`src/rtl/window_fetch_controller_if.sv`:
```
// window_fetch_controller_if: request, ROM read and pixel stream signals of the window fetcher.
interface window_fetch_controller_if #(
    parameter int DATA_WIDTH_8 = 8,
    parameter int DATA_WIDTH_16 = 16
);
    logic start;
    logic [DATA_WIDTH_16-1:0] ori_x;
    logic [DATA_WIDTH_16-1:0] ori_y;
    logic [DATA_WIDTH_16-1:0] frame_width;
    logic [DATA_WIDTH_16-1:0] frame_height;
    logic stall;
    logic rom_enable;
    logic [DATA_WIDTH_16-1:0] rom_address;
    logic [DATA_WIDTH_8-1:0] rom_q;
    logic [DATA_WIDTH_8-1:0] o_pixel;
    logic o_pixel_valid;
    logic o_last;
    logic o_busy;
    logic o_done;
    logic o_error;
    modport master (
        output start, ori_x, ori_y, frame_width, frame_height, stall, rom_q,
        input rom_enable, rom_address, o_pixel, o_pixel_valid, o_last, o_busy, o_done, o_error
    );
    modport slave (
        input start, ori_x, ori_y, frame_width, frame_height, stall, rom_q,
        output rom_enable, rom_address, o_pixel, o_pixel_valid, o_last, o_busy, o_done, o_error
    );
endinterface

```
`src/rtl/window_fetch_controller.sv`:
```
// window_fetch_controller: streams a WINDOW_SIZE x WINDOW_SIZE pixel window from an image ROM in row-major order.
module window_fetch_controller #(
    parameter int DATA_WIDTH_8 = 8,
    parameter int DATA_WIDTH_16 = 16,
    parameter int WINDOW_SIZE = 24
) (
    input logic clk,
    input logic reset,
    window_fetch_controller_if.slave bus
);
    localparam int CW = $clog2(WINDOW_SIZE + 1);
    localparam logic [CW-1:0] LAST = CW'(WINDOW_SIZE - 1);
    localparam logic [DATA_WIDTH_16:0] WS = (DATA_WIDTH_16 + 1)'(WINDOW_SIZE);
    typedef enum logic [2:0] {IDLE, SETUP, FETCH, DRAIN, DONE} state_t;
    state_t state, next;
    logic [DATA_WIDTH_16-1:0] ox, oy, fw, row_base;
    logic [CW-1:0] row, col;
    logic valid, last, bad, wrap, fin, issue;
    // 17-bit compare so an origin near 2^16 cannot wrap into range
    assign bad = ({1'b0, bus.ori_x} + WS > {1'b0, bus.frame_width}) ||
                 ({1'b0, bus.ori_y} + WS > {1'b0, bus.frame_height});
    assign wrap = col == LAST;
    assign fin = wrap && row == LAST;
    assign bus.rom_address = state == FETCH ? row_base + DATA_WIDTH_16'(col) : '0;
    assign bus.o_pixel = valid ? bus.rom_q : {DATA_WIDTH_8{1'b0}};
    assign bus.o_pixel_valid = valid;
    assign bus.o_last = last;
    assign bus.rom_enable = issue;
    always_ff @(posedge clk) begin
        state <= !reset ? IDLE : next;
    end
    always_comb begin
        next = state;
        issue = 1'b0;
        bus.o_busy = state != IDLE;
        bus.o_done = state == DONE;
        unique case (state)
            IDLE: next = bus.start && !bad ? SETUP : IDLE;
            SETUP: next = FETCH;
            FETCH: begin
                issue = !bus.stall;
                next = issue && fin ? DRAIN : FETCH;
            end
            DRAIN: next = DONE;
            default: next = IDLE;
        endcase
    end
    always_ff @(posedge clk) begin
        if (!reset) begin
            ox <= '0;
            oy <= '0;
            fw <= '0;
            row_base <= '0;
            row <= '0;
            col <= '0;
            valid <= 1'b0;
            last <= 1'b0;
            bus.o_error <= 1'b0;
        end else begin
            valid <= issue;
            last <= issue && fin;
            bus.o_error <= state == IDLE && bus.start && bad;
            if (state == IDLE && bus.start) begin
                ox <= bus.ori_x;
                oy <= bus.ori_y;
                fw <= bus.frame_width;
            end
            if (state == SETUP) begin
                row_base <= oy * fw + ox;
                row <= '0;
                col <= '0;
            end else if (issue) begin
                col <= wrap ? '0 : col + 1'b1;
                row <= wrap ? row + 1'b1 : row;
                row_base <= wrap ? row_base + fw : row_base;
            end
        end
    end
endmodule

```
`src/flat_wrapper.sv`:
```
// flat-port wrapper written by rule: the top's interface ports become plain ports
module window_fetch_controller_flat 
#(
    parameter int DATA_WIDTH_8 = 8,
    parameter int DATA_WIDTH_16 = 16,
    parameter int WINDOW_SIZE = 24
)
  (clk, reset, bus_start, bus_ori_x, bus_ori_y, bus_frame_width, bus_frame_height, bus_stall, bus_rom_q, bus_rom_enable, bus_rom_address, bus_o_pixel, bus_o_pixel_valid, bus_o_last, bus_o_busy, bus_o_done, bus_o_error);
  window_fetch_controller_if #(.DATA_WIDTH_8(DATA_WIDTH_8), .DATA_WIDTH_16(DATA_WIDTH_16)) bus_i ();
  input logic clk;
  input logic reset;
  input wire logic [$bits(bus_i.start)-1:0] bus_start;
  input wire logic [$bits(bus_i.ori_x)-1:0] bus_ori_x;
  input wire logic [$bits(bus_i.ori_y)-1:0] bus_ori_y;
  input wire logic [$bits(bus_i.frame_width)-1:0] bus_frame_width;
  input wire logic [$bits(bus_i.frame_height)-1:0] bus_frame_height;
  input wire logic [$bits(bus_i.stall)-1:0] bus_stall;
  input wire logic [$bits(bus_i.rom_q)-1:0] bus_rom_q;
  output wire logic [$bits(bus_i.rom_enable)-1:0] bus_rom_enable;
  output wire logic [$bits(bus_i.rom_address)-1:0] bus_rom_address;
  output wire logic [$bits(bus_i.o_pixel)-1:0] bus_o_pixel;
  output wire logic [$bits(bus_i.o_pixel_valid)-1:0] bus_o_pixel_valid;
  output wire logic [$bits(bus_i.o_last)-1:0] bus_o_last;
  output wire logic [$bits(bus_i.o_busy)-1:0] bus_o_busy;
  output wire logic [$bits(bus_i.o_done)-1:0] bus_o_done;
  output wire logic [$bits(bus_i.o_error)-1:0] bus_o_error;
  assign bus_i.start = bus_start;
  assign bus_i.ori_x = bus_ori_x;
  assign bus_i.ori_y = bus_ori_y;
  assign bus_i.frame_width = bus_frame_width;
  assign bus_i.frame_height = bus_frame_height;
  assign bus_i.stall = bus_stall;
  assign bus_i.rom_q = bus_rom_q;
  assign bus_rom_enable = bus_i.rom_enable;
  assign bus_rom_address = bus_i.rom_address;
  assign bus_o_pixel = bus_i.o_pixel;
  assign bus_o_pixel_valid = bus_i.o_pixel_valid;
  assign bus_o_last = bus_i.o_last;
  assign bus_o_busy = bus_i.o_busy;
  assign bus_o_done = bus_i.o_done;
  assign bus_o_error = bus_i.o_error;
  window_fetch_controller #(.DATA_WIDTH_8(DATA_WIDTH_8), .DATA_WIDTH_16(DATA_WIDTH_16), .WINDOW_SIZE(WINDOW_SIZE)) u_core (.clk(clk), .reset(reset), .bus(bus_i));
endmodule
```
`config.mk`:
```
export PLATFORM = sky130hd
export DESIGN_NAME = window_fetch_controller_flat
export DESIGN_NICKNAME = d
export VERILOG_FILES = /design/src/rtl/window_fetch_controller_if.sv /design/src/rtl/window_fetch_controller.sv /design/src/flat_wrapper.sv
export SDC_FILE = /design/constraint.sdc
export NUM_CORES = 1
export LEC_CHECK = 0
export BUFFER_PORTS_ARGS = -buffer_cell sky130_fd_sc_hd__buf_2
export CAP_MARGIN = 25
export CELL_PAD_IN_SITES_DETAIL_PLACEMENT = 0
export CELL_PAD_IN_SITES_GLOBAL_PLACEMENT = 1
export CORE_UTILIZATION = 41
export DETAILED_ROUTE_END_ITERATION = 10
export GPL_ROUTABILITY_DRIVEN = 0
export PLACE_DENSITY = 0.83
export SYNTH_ARGS = -nofsm -noshare
export SYNTH_HDL_FRONTEND = slang
export SYNTH_SLANG_ARGS = --single-unit
```
`constraint.sdc`:
```
create_clock -name clk -period 4.95 [get_ports clk]
set_clock_uncertainty 0.15 [all_clocks]
set_input_delay 0.7425 -clock clk [delete_from_list [all_inputs] [get_ports clk]]
set_output_delay 0.7425 -clock clk [all_outputs]
set_load 0.005 [all_outputs]
```
; After elaboration in Yosys (flattened, before gate mapping)
; Index checks and enable logic that the tools add are counted.
[classes]
add_sub_neg = 7
n_bitwise = 1
mux = 10
magnitude_cmp = 2
n_eq_ne = 6
n_reduce_logical = 16
n_mul = 1
[ops]
columns = operator, count
row1 = $mux 16, 4
row2 = $add 16x5->17 const B, 2
row3 = $gt 17x16->1, 2
row4 = $add 16x16->16, 2
row5 = $add 16x5->16, 1
row6 = $mul 16x16->16, 1
row7 = $pmux 3 s4, 1
row8 = $add 5x1->5 const B, 2
row9 = $eq 5x5->1 const B, 2
row10 = $mux 8, 1
row11 = $eq 3x2->1 const B, 2
row12 = $logic_and 1x1->1, 6
row13 = $mux 5, 1
row14 = $reduce_and 2->1, 2
row15 = $reduce_bool 2->1, 2
row16 = $eq 3x1->1 const B, 1
row17 = $eq 3x3->1 const B, 1
row18 = $logic_not 3->1, 1
row19 = $mux 1, 3
row20 = $reduce_bool 3->1, 1
row21 = $logic_not 1->1, 2
row22 = $reduce_or 2->1, 1
row23 = $logic_or 1x1->1, 1
row24 = $not 1->1, 1
[word_totals]
out_inout_bits = 30
register_bits = 80
inputBits = 76
elab_cells = 53

; Logic depth before layout (Yosys ltp)
[depth]
word_depth = 7
depth_mapped = 21
ltp_nobuf = 20

; Least setup slack after synthesis
; No wires, ideal clock.
[synth_timing]
path_type = reg-to-reg
startpoint = register u_core.fw[6]
endpoint = register u_core.row_base[14]
stages_incl_launch_ff = 19
t_required_ps = 4663
path_buffers = 1
arrival_ps = 5209
setup_time_ps = 137
path_slack_ps = -546
synth_period_minus_slack_ps = 5496
cell_sequence = dfxtp_1 -> clkbuf_1 -> and2_1 -> fa_1 -> inv_1 -> fa_1 -> fa_1 -> fa_1 -> inv_1 -> fa_1 -> inv_1 -> fa_1 -> inv_1 -> ha_1 -> a21o_1 -> or4_1 -> o21ai_0 -> xor2_1 -> a211oi_2
[synth_between]
elab_chain_len = 4
word_cells_on_any_way = 6
classes_between = add/sub: 2 / mul: 1 / mux: 3
[synth_rtl]
columns = item, line
row1 = start: declaration, window_fetch_controller.sv:16  ; logic [DATA_WIDTH_16-1:0] ox, oy, fw, row_base;
row2 = start signal: assignment, window_fetch_controller.sv:66  ; fw <= bus.frame_width;
row3 = branches (longest 3 deep; another with $mul 16x16->16), -
row4 = $mux 16 *, window_fetch_controller.sv:68  ; if (state == SETUP) begin
row5 = end signal: assignment, window_fetch_controller.sv:69  ; row_base <= oy * fw + ox;
row6 = end signal: assignment, window_fetch_controller.sv:75  ; row_base <= wrap ? row_base + fw : row_base;
row7 = end: declaration, window_fetch_controller.sv:16
; Mark *: on every way between the ends. The select of a mux whose other input is x is not followed.
; A chain may end at the register's enable or synchronous reset.

; Worst setup path after layout
[layout_timing]
startpoint = register u_core.fw[4]
endpoint = register u_core.row_base[14]
; The elaborated chain is that of the path after synthesis.

==> results.sh <==
export IMPL_ir_drop_mv=0.161
export IMPL_n_fill_cell=2281
export IMPL_r2r_start="u_core.fw[4]"
export IMPL_criticalPathCategory="register to register"
export IMPL_num_rows=56
export IMPL_slowest_delay_ps=550
export IMPL_async_flop_share_pct=0
export IMPL_total_power_uw=2380
export IMPL_power_density_nw_per_um2=196
export IMPL_routed_wl_mm=26.9
export IMPL_hold_depth=2
export IMPL_vias=8671
export IMPL_antenna_left=0
export IMPL_period_share_pct=107
export IMPL_die_y_um=159
export IMPL_viasPerCell=4.99
export IMPL_cts_tree="yes"
export IMPL_drive_above_1_share_pct=21.2
export IMPL_tightest_slew_ps=903
export IMPL_clk_path_buf_depth=2
export IMPL_crit_arrival_ps=5370
export IMPL_syn_num_nets=1539
export IMPL_synth_edf_count=0
export IMPL_die_x_um=159
export IMPL_grt_pass1_wl_mm=43.4
export IMPL_finalNonFillerCells=1739
export IMPL_worst_slack_ps=-338
export IMPL_core_area_um2=23800
export IMPL_grt_usage_pct=22.4
export IMPL_hold_start="u_core.ox[13]"
export IMPL_design_area_um2=12200
export IMPL_ys_ff_latch=80
export IMPL_slew_viol_final=0
export IMPL_antennaDiodeCount=0
export IMPL_cp_start_kind="register"
export IMPL_clk_latency_ps=360
export IMPL_rsz0062_at_grt="yes"
export IMPL_hp_class="register to register"
export IMPL_crit_start="u_core.fw[4]"
export IMPL_relSlewSlack_pct=39.8
export IMPL_maxCapViolCount=0
export IMPL_syn_instance_count=1259
export IMPL_num_io_pins=106
export IMPL_dr_pass1_iters=5
export IMPL_setup_viol=4
export IMPL_p_leak_uw=0.00585
export IMPL_cts_root_buf="clkbuf_16"
export IMPL_clock_sinks=80
export IMPL_ys_warn_count=0
export IMPL_grt_ovfl_total=0
export IMPL_dp_hpwl_mm=22.1
export IMPL_drt_iter0_drc=383
export IMPL_postPlaceCellArea_um2=11500
export IMPL_hold_violations=0
export IMPL_ys_seq_area_share_pct=15.9
export IMPL_synthDistinctLibCells=69
export IMPL_dp_cells=1715
export IMPL_grt_antenna_before_repair=0
export IMPL_areaGrowthSynthToFinish_pct=20.9
export IMPL_syn_area_um2=10000
export IMPL_drc=0
export IMPL_grt_pass1_vias=8488
export IMPL_synth_area_leaders="fa_1 (19%), dfxtp_1 (16%), ha_1 (13%), nand2_1 (8.4%), inv_1 (7.7%)"
export IMPL_yosys_area_top_type="fa_1"
export IMPL_htreeDepth=3
export IMPL_crit_chain="and2_1 -> fa_1 -> inv_1 -> fa_2 -> inv_1 -> ha_4 -> fa_1 -> fa_1 -> inv_1 -> fa_1 -> inv_1 -> ha_4 -> a21o_1 -> a21o_1 -> or4_4 -> o21ai_2 -> xor2_1 -> a211oi_2"
export IMPL_clock_fmax_ghz=0.189
export IMPL_worst_ep_required_time_ps=5030
export IMPL_end_kind="register"
export IMPL_violations="negative setup slack"
export IMPL_grt_max_degree=69
export IMPL_post_place_ws_ps=-426
export IMPL_numCtsBuffers=9
export IMPL_nets=1695
export IMPL_worstPathMaxFanout=8
export IMPL_hold_end="u_core.ox[13]"
export IMPL_outcome="finished with violations"
export IMPL_wl_per_cell_um=15.5
export IMPL_ys_flop_type="dfxtp_1"
export IMPL_post_route_min_period_ps=5290
export IMPL_rr_endpoint="u_core.row_base[14]"
export IMPL_die_area_um2=25100
export IMPL_clk_pin_slew_ps=80
export IMPL_portBuffers=105
export IMPL_critPathSlowestCell="fa_2"
export IMPL_avgSynthCellArea_um2=7.98
export IMPL_initial_core_util_pct=42.3
export IMPL_rrSetupSlack_ps=-340
export IMPL_synth_top_cell_area_share_pct=19.1
export IMPL_reg2reg_depth=18
[what timing repair did]
action	in CTS	in global routing
hold buffers	0	0
setup buffers	0	8
gates resized for setup	31	67
pin swaps	14	44
endpoints found under the setup margin	8	8
[registers in the layout, indices dropped and copies added, names as in the netlist]
register / flops
u_core.fw: 16
u_core.ox: 16
u_core.oy: 16
u_core.row_base: 16
u_core.col: 5
u_core.row: 5
u_core.state: 3
u_core.bus.o_error: 1
u_core.bus.o_last: 1
u_core.bus.o_pixel_valid: 1
[final cells by class]
| cell class | count | area (µm²) | share of cell area, % |
|---|---|---|---|
| multi-input combinational | 923 | 7790 | 64.1 |
| clock buffer | 9 | 225 | 1.85 |
| clock inverter | 7 | 85.1 | 0.700 |
| sequential | 80 | 1640 | 13.5 |
| timing repair buffer | 195 | 1240 | 10.2 |
| inverter | 206 | 773 | 6.36 |
| tap | 319 | 399 | 3.28 |
[report_power, final]
group	switching, µW	internal [µW]
Combinational	494	417
Sequential	57.0	688
Clock	323	402
Total	874	1510
[worst max-delay path: cells and delay by family (launching register included)]
kind / cells / cell delay, ps
buffers and inverters: 4 / 240
xor gates and xnor gates: 1 / 180
and+or+nand+nor: 2 / 610
adders and majority gates: 7 / 3000
DFF: 1 / 390
AOI/OAI and AO/OA: 4 / 590
[layer usage]
metal	global-route usage (%)	vias up	routed length, µm
li1	-	4347	-
met1	31.2	4098	12900
met2	35.2	192	12200
met3	3.27	34	1200
met4	7.46	0	556
met5	0	-	0
[cells in the mapped netlist (all sizes together), types with 2 or more instances]
library cell	instances
a2111oi	3
a211oi	7
a21boi	51
a21o	13
a21oi	29
a221oi	2
a311o	2
and2	72
and3	13
and4	3
buf	6
clkbuf	44
dfxtp	80
fa	96
ha	108
inv	206
mux2i	3
nand2	225
nand2b	5
nand3	20
nand4	11
nor2	43
nor2b	11
nor3	19
nor3b	4
nor4	5
o2111ai	2
o211a	5
o211ai	4
o21a	14
o21ai	33
o21bai	5
o311ai	2
o31ai	4
o41a	3
or2	2
or3	4
or4	2
xnor2	56
xor2	24
[metrics by stage]
| step | utilization, % | hold WS, ps | setup TNS (ps) |
|---|---|---|---|
| after global routing | 51.2 | 333 | -1770 |
| after floorplan | - | 293 | -297 |
| after detailed placement | 48.3 | 309 | -1770 |
| final | 51.2 | 317 | -880 |
| after CTS | 49.9 | 318 | -871 |
| after global placement | 48.3 | 306 | -1390 |
[logic make-up (layout without fill, tap and decap cells)]
| logic type | Yosys count | count (layout) | share of synthesized area [%] |
|---|---|---|---|
| adders and majority gates | 204 | 204 | 32.6 |
| buffers and inverters | 256 | 417 | 9.62 |
| DFF | 80 | 80 | 15.9 |
| and+or+nand+nor | 443 | 443 | 20.8 |
| muxes | 3 | 3 | 0.299 |
| AOI/OAI and AO/OA | 192 | 192 | 13.6 |
| xor gates and xnor gates | 81 | 81 | 7.20 |
[how the worst max path moves through the flow]
stage | depth (start not counted) | to
final | 18 | u_core.row_base[14]
after global routing | 19 | u_core.row_base[14]
after CTS | 17 | u_core.row_base[14]
after detailed placement | 16 | u_core.row_base[14]
after global placement | 19 | u_core.row_base[15]
after floorplan | 18 | u_core.row_base[14]
[cell usage in the layout (no fill, tap or decap), types with 7 or more instances in the layout]
cell,n
nand4_1,11
nor2_1,42
inv_1,196
dfxtp_1,66
fa_1,92
dfxtp_4,7
dfxtp_2,7
and2_1,58
nor3_1,18
nand3_1,20
o21a_1,14
a21o_1,13
o21ai_0,29
a21oi_1,23
buf_2,105
clkbuf_16,9
buf_6,11
xor2_1,24
a21boi_0,50
nor2b_1,9
ha_4,7
inv_2,10
nand2_1,222
buf_4,79
and3_1,11
ha_1,95
xnor2_1,53
and2_4,13
Note: power is estimated with default switching activity, not from simulation.
